--- src/rtl/ram_arb_pkg.sv ---
// ram_arb_pkg: shared RAM geometry, command type and round-robin helper
package ram_arb_pkg;
    localparam int ADDR_W = 14;
    localparam int DATA_W = 8;
    localparam int DEPTH = 2 ** ADDR_W;

    typedef struct packed {
        logic              we;
        logic [ADDR_W-1:0] addr;
        logic [DATA_W-1:0] wdata;
    } ram_cmd_t;

    function automatic int next_ptr(input int idx, input int nreq);
        return (idx + 1) % nreq;
    endfunction
endpackage

--- src/rtl/ram_arbiter_rr.sv ---
// rr_arbiter: round-robin grant over NREQ requests, pointer advances past each winner
module rr_arbiter
    import ram_arb_pkg::*;
#(
    parameter int NREQ = 2
) (
    input  logic                    clk,
    input  logic                    rstn,
    input  logic [NREQ-1:0]         req,
    input  logic                    advance,
    output logic [NREQ-1:0]         grant,
    output logic [$clog2(NREQ)-1:0] grant_id
);
    localparam int IW = $clog2(NREQ);

    logic [IW-1:0] rr_ptr_q, rr_ptr_d;

    // scan downward so the request nearest rr_ptr (wrapping upward) is the last to win
    always_comb begin
        grant    = '0;
        grant_id = '0;
        for (int k = NREQ - 1; k >= 0; k--) begin
            if (req[(int'(rr_ptr_q) + k) % NREQ]) begin
                grant                                = '0;
                grant[(int'(rr_ptr_q) + k) % NREQ]   = 1'b1;
                grant_id                             = IW'((int'(rr_ptr_q) + k) % NREQ);
            end
        end
        rr_ptr_d = advance ? IW'(next_ptr(int'(grant_id), NREQ)) : rr_ptr_q;
    end

    // pointer register
    always_ff @(posedge clk or negedge rstn) begin
        if (!rstn) rr_ptr_q <= '0;
        else       rr_ptr_q <= rr_ptr_d;
    end
endmodule

--- src/rtl/ram_arbiter.sv ---
// ram_arbiter: round-robin sharing of one single-port RAM with in-order read responses
module ram_arbiter
    import ram_arb_pkg::*;
#(
    parameter int NREQ = 2
) (
    input  logic                   clk,
    input  logic                   rstn,
    input  logic [NREQ-1:0]        req_valid,
    output logic [NREQ-1:0]        req_ready,
    input  logic [NREQ-1:0]        req_we,
    input  logic [NREQ*ADDR_W-1:0] req_addr,
    input  logic [NREQ*DATA_W-1:0] req_wdata,
    output logic [NREQ-1:0]        rsp_valid,
    output logic [DATA_W-1:0]      rsp_rdata,
    output logic                   ram_we,
    output logic [ADDR_W-1:0]      ram_addr,
    output logic [DATA_W-1:0]      ram_wdata,
    input  logic [DATA_W-1:0]      ram_rdata
);
    localparam int IW = $clog2(NREQ);

    ram_cmd_t        req_cmd [NREQ];
    ram_cmd_t        cmd_q, cmd_d;
    logic            cmd_valid_q, cmd_valid_d;
    logic            rsp_pend_q, rsp_pend_d;
    logic [IW-1:0]   cmd_id_q, cmd_id_d, rsp_id_q, rsp_id_d;
    logic [NREQ-1:0] grant;
    logic [IW-1:0]   grant_id;
    logic            hs;

    for (genvar i = 0; i < NREQ; i++) begin : g_unpack
        assign req_cmd[i] = {req_we[i], req_addr[i*ADDR_W +: ADDR_W], req_wdata[i*DATA_W +: DATA_W]};
    end

    rr_arbiter #(.NREQ(NREQ)) u_arb (
        .clk      (clk),
        .rstn     (rstn),
        .req      (req_valid),
        .advance  (hs),
        .grant    (grant),
        .grant_id (grant_id)
    );

    assign req_ready = grant & {NREQ{rstn}};
    assign hs        = |req_ready;
    assign ram_we    = cmd_valid_q & cmd_q.we;
    assign ram_addr  = cmd_q.addr;
    assign ram_wdata = cmd_q.wdata;
    assign rsp_valid = rsp_pend_q ? NREQ'(1) << rsp_id_q : '0;
    assign rsp_rdata = rsp_pend_q ? ram_rdata : '0;

    // capture the winner into the command stage; a read in flight becomes a pending response
    always_comb begin
        cmd_valid_d = hs;
        cmd_d       = hs ? req_cmd[grant_id] : cmd_q;
        cmd_id_d    = hs ? grant_id : cmd_id_q;
        rsp_pend_d  = cmd_valid_q & ~cmd_q.we;
        rsp_id_d    = cmd_valid_q ? cmd_id_q : rsp_id_q;
    end

    // pipeline registers
    always_ff @(posedge clk or negedge rstn) begin
        if (!rstn) begin
            cmd_valid_q <= 1'b0;
            cmd_q       <= '0;
            cmd_id_q    <= '0;
            rsp_pend_q  <= 1'b0;
            rsp_id_q    <= '0;
        end else begin
            cmd_valid_q <= cmd_valid_d;
            cmd_q       <= cmd_d;
            cmd_id_q    <= cmd_id_d;
            rsp_pend_q  <= rsp_pend_d;
            rsp_id_q    <= rsp_id_d;
        end
    end
endmodule

--- config.mk ---
export PLATFORM = sky130hd
export DESIGN_NAME = ram_arbiter
export DESIGN_NICKNAME = d
export VERILOG_FILES = /design/src/rtl/ram_arb_pkg.sv /design/src/rtl/ram_arbiter_rr.sv /design/src/rtl/ram_arbiter.sv
export SDC_FILE = /design/constraint.sdc
export NUM_CORES = 1
export LEC_CHECK = 0
export CAP_MARGIN = 20
export CORE_UTILIZATION = 37
export DETAILED_ROUTE_END_ITERATION = 6
export GPL_ROUTABILITY_DRIVEN = 0
export PLACE_DENSITY = 0.89
export SLEW_MARGIN = 25
export SYNTH_ARGS = -nofsm -noshare
export SYNTH_HDL_FRONTEND = slang
export SYNTH_SLANG_ARGS = --single-unit
--- constraint.sdc ---
create_clock -name clk -period 1.8 [get_ports clk]
set_clock_uncertainty 0.1 [all_clocks]
set_input_delay 0.18 -clock clk [delete_from_list [all_inputs] [get_ports clk]]
set_output_delay 0.18 -clock clk [all_outputs]
set_load 0.01 [all_outputs]
==> reports/qor.csv <==
stage;metric;value;unit
run_status;status;complete, no violations;
critical_path;path_delay_family;buffers and inverters;
cts;clock_path_buffers;2;
synthesis;yosysSeqAreaShare;44.84;%
grt;grt_use_total;17.94;%
cts;post-cts-setup-buffer-count;0;
finish;finalNetCount;293;
synthesis;syn_nets;219;
power;leakagePower;0.9822;nW
finish;final_common_cell;clkdlybuf4s50_1;
placement;dp.cells;280;
drt;firstDrtPassIters;4;
critical_path;path_buf_inv;1;
drt;vias;1425;
drt;wl;3.894;mm
finish;fin_cells;284;
drt;wl_per_cell;13.71;µm
sta;worstMarginPinSlew;0.4242;ns
grt;antenna_found_initial;0;
floorplanning;pin_count;93;
power;swShare;27.14;%
run;maxCapViolations;0;
floorplanning;row_count;23;
sta;worst_hold_slack;0.1645;ns
grt;overflow;0;
sta;rsz0062_at_grt;no;
power;powerDensity;738.3;nW/µm²
synthesis;synthArstFlopShare;100.0;%
cts;path_clk_slew;0.09;ns
placement;io_buffers;92;
finish;antenna_cells_inserted;0;
sta;fmax;590.4;MHz
power;power;1.793;mW
finish;drive_gt1_share;8.547;%
cts;hold_buffers;0;
finish;syn2layout_area_growth;55.40;%
floorplanning;start_util;38.79;%
cts;worstSkewPairLatency;0.27;ns
drt;vias_per_cell;5.018;
synthesis;netlist_area;1563;µm²
synthesis;yosys_warnings;0;
hold_path;hp-class;in2async;
critical_path;critPathMaxFanout;10;
power;pwr-share-seq;43.8;%
floorplanning;die_area;4488;µm²
sta;drv_slew;0;
sta;max-slew-margin-rel;71.72;%
critical_path;slowest_delay;0.53;ns
grt;grt_pass1_vias;1393;
power;clkPwrFrac;21.4;%
synthesis;synthFlopType;dfrtp_1;
power;internal_power;1.306;mW
finish;finalCoreUtilization;60.28;%
sta;fin_ws;0.1061;ns
critical_path;critPathRequiredTime;1.52;ns
sta;fin_tns_setup;0;ns
synthesis;synth_edf_count;0;
drt;final_antenna_net_count;0;
drt;drt_first_iter_violations;51;
placement;dp_hpwl;3.094;mm
finish;final_area;2429;µm²
sta;period_share;94.10;%
critical_path;r2r-start;u_arb.rr_ptr_q;
sta;finalSetupViolCount;0;
floorplanning;dieWidth;66.99;µm
synthesis;avgSynthCellArea;9.707;µm²
finish;fill_cells;376;
cts;cts-root-buf;clkbuf_8;
critical_path;cp.arrival;1.41;ns
sta;post-route-min-period;1.694;ns
power;p_sw;486.6;µW
critical_path;worstSetupStartpoint;rsp_pend_q;
critical_path;crit_slowest_cell;clkdlybuf4s50_1;
floorplanning;coreArea;4029;µm²
cts;cts.sinks;28;
critical_path;crit_chain;and2_1 > clkdlybuf4s50_1;
grt;grt_pass1_wl;6.092;mm
synthesis;synth_cell_types;24;
cts;cts_max_level;1;
power;peakVddDrop;503.9;µV
synthesis;syn_inst;161;
synthesis;ys_ff_latch;28;
placement;place_area;2376;µm²
grt;grt_max_degree;19;
power;p_comb_share;34.8;%
placement;pre_cts_ws;-0.05134;ns
cts;cts_buffers;3;
finish;final_cell_mix;clkdlybuf4s50_1 (90), dfrtp_1 (28), o21ai_0 (16);
critical_path;crit_type;reg2out;
critical_path;crit_path_end_kind;output port;
cts;tritoncts;built;
critical_path;start_kind;register;
drt;drc;0;
floorplanning;die_h;66.99;µm
sta;final_hold_viol_count;0;
[cells in the mapped netlist (2+ instances only)]
cell	n	area, µm²
a31oi_1	14	87.58
buf_4	23	172.7
dfrtp_1	28	700.7
buf_2	2	10.01
buf_6	6	67.56
a221o_1	8	80.08
and2_1	10	62.56
nand3_1	15	75.07
nor2b_1	10	62.56
clkbuf_1	2	7.510
nor2_1	15	56.30
o21ai_0	16	80.08
[sequential cells by signal (all words and copies together), names as in the netlist]
register	count
u_arb.rr_ptr_q	1
cmd_q	1
ram_wdata	8
rsp_id_q	1
cmd_valid_q	1
cmd_id_q	1
rsp_pend_q	1
ram_addr	14
[cell type report]
| class | count | area (µm²) | area share [%] |
|---|---|---|---|
| Clock buffer | 4 | 55.05 | 2.267 |
| Tap cell | 50 | 62.56 | 2.576 |
| Inverter | 3 | 13.76 | 0.5667 |
| Multi-Input combinational cell | 97 | 590.6 | 24.32 |
| Timing Repair Buffer | 102 | 1006 | 41.42 |
| Sequential cell | 28 | 700.7 | 28.85 |
[what timing repair did]
item | 4_1_cts | 5_1_grt
setup endpoints to repair | 2 | 0
endpoints found under the hold margin | 0 | 0
gates resized for setup | 2 | 0
[worst reg2reg max path, delay by kind of cell, from the launching register on]
family / cells / cell delay (ns)
AO/OA/AOI/OAI: 1 / 0.31
buffers and inverters: 2 / 0.18
flip-flops: 1 / 0.41
AND/OR/NAND/NOR: 2 / 0.32
[final timing paths]
kind | to | slack (ns) | depth (start not counted)
worst max-delay path | rsp_rdata[0] | 0.11 | 2
worst min-delay path | ram_addr[6] | 0.16 | 2
worst max register to register | ram_addr[9] | 0.36 | 5
worst min register to register | rsp_pend_q | 0.36 | 1
max in group asynchronous | cmd_q[22] | 1.05 | 3
min in group clk | rsp_pend_q | 0.36 | 1
[routing by layer]
metal  part of all wire (%)  routed length [µm]  GRT usage (%)  vias to the layer above
met5                      0                   0              0                        -
met4                   0.54                  21          3.723                        0
met3                    6.2                 241          2.911                        2
met2                     53                2054          33.96                       56
met1                     40                1576          20.83                      681
li1                       -                   -              -                      686
[kinds of logic after synthesis]
logic type	synth area share, %
flip-flops	44.84
multiplexers	0.7205
AO/OA/AOI/OAI	18.41
buffers and inverters	17.37
AND/OR/NAND/NOR	18.65
[power groups by stage]
stage	Combinational [mW]	Clock, mW	Sequential, mW
2_1_floorplan	0.378	0	0.780
3_3_place_gp	0.618	0	0.795
3_5_place_dp	0.630	0	0.798
4_1_cts	0.630	0.390	0.786
5_1_grt	0.674	0.413	0.801
6_report	0.623	0.384	0.786
Power figures use the tool's default switching activity.
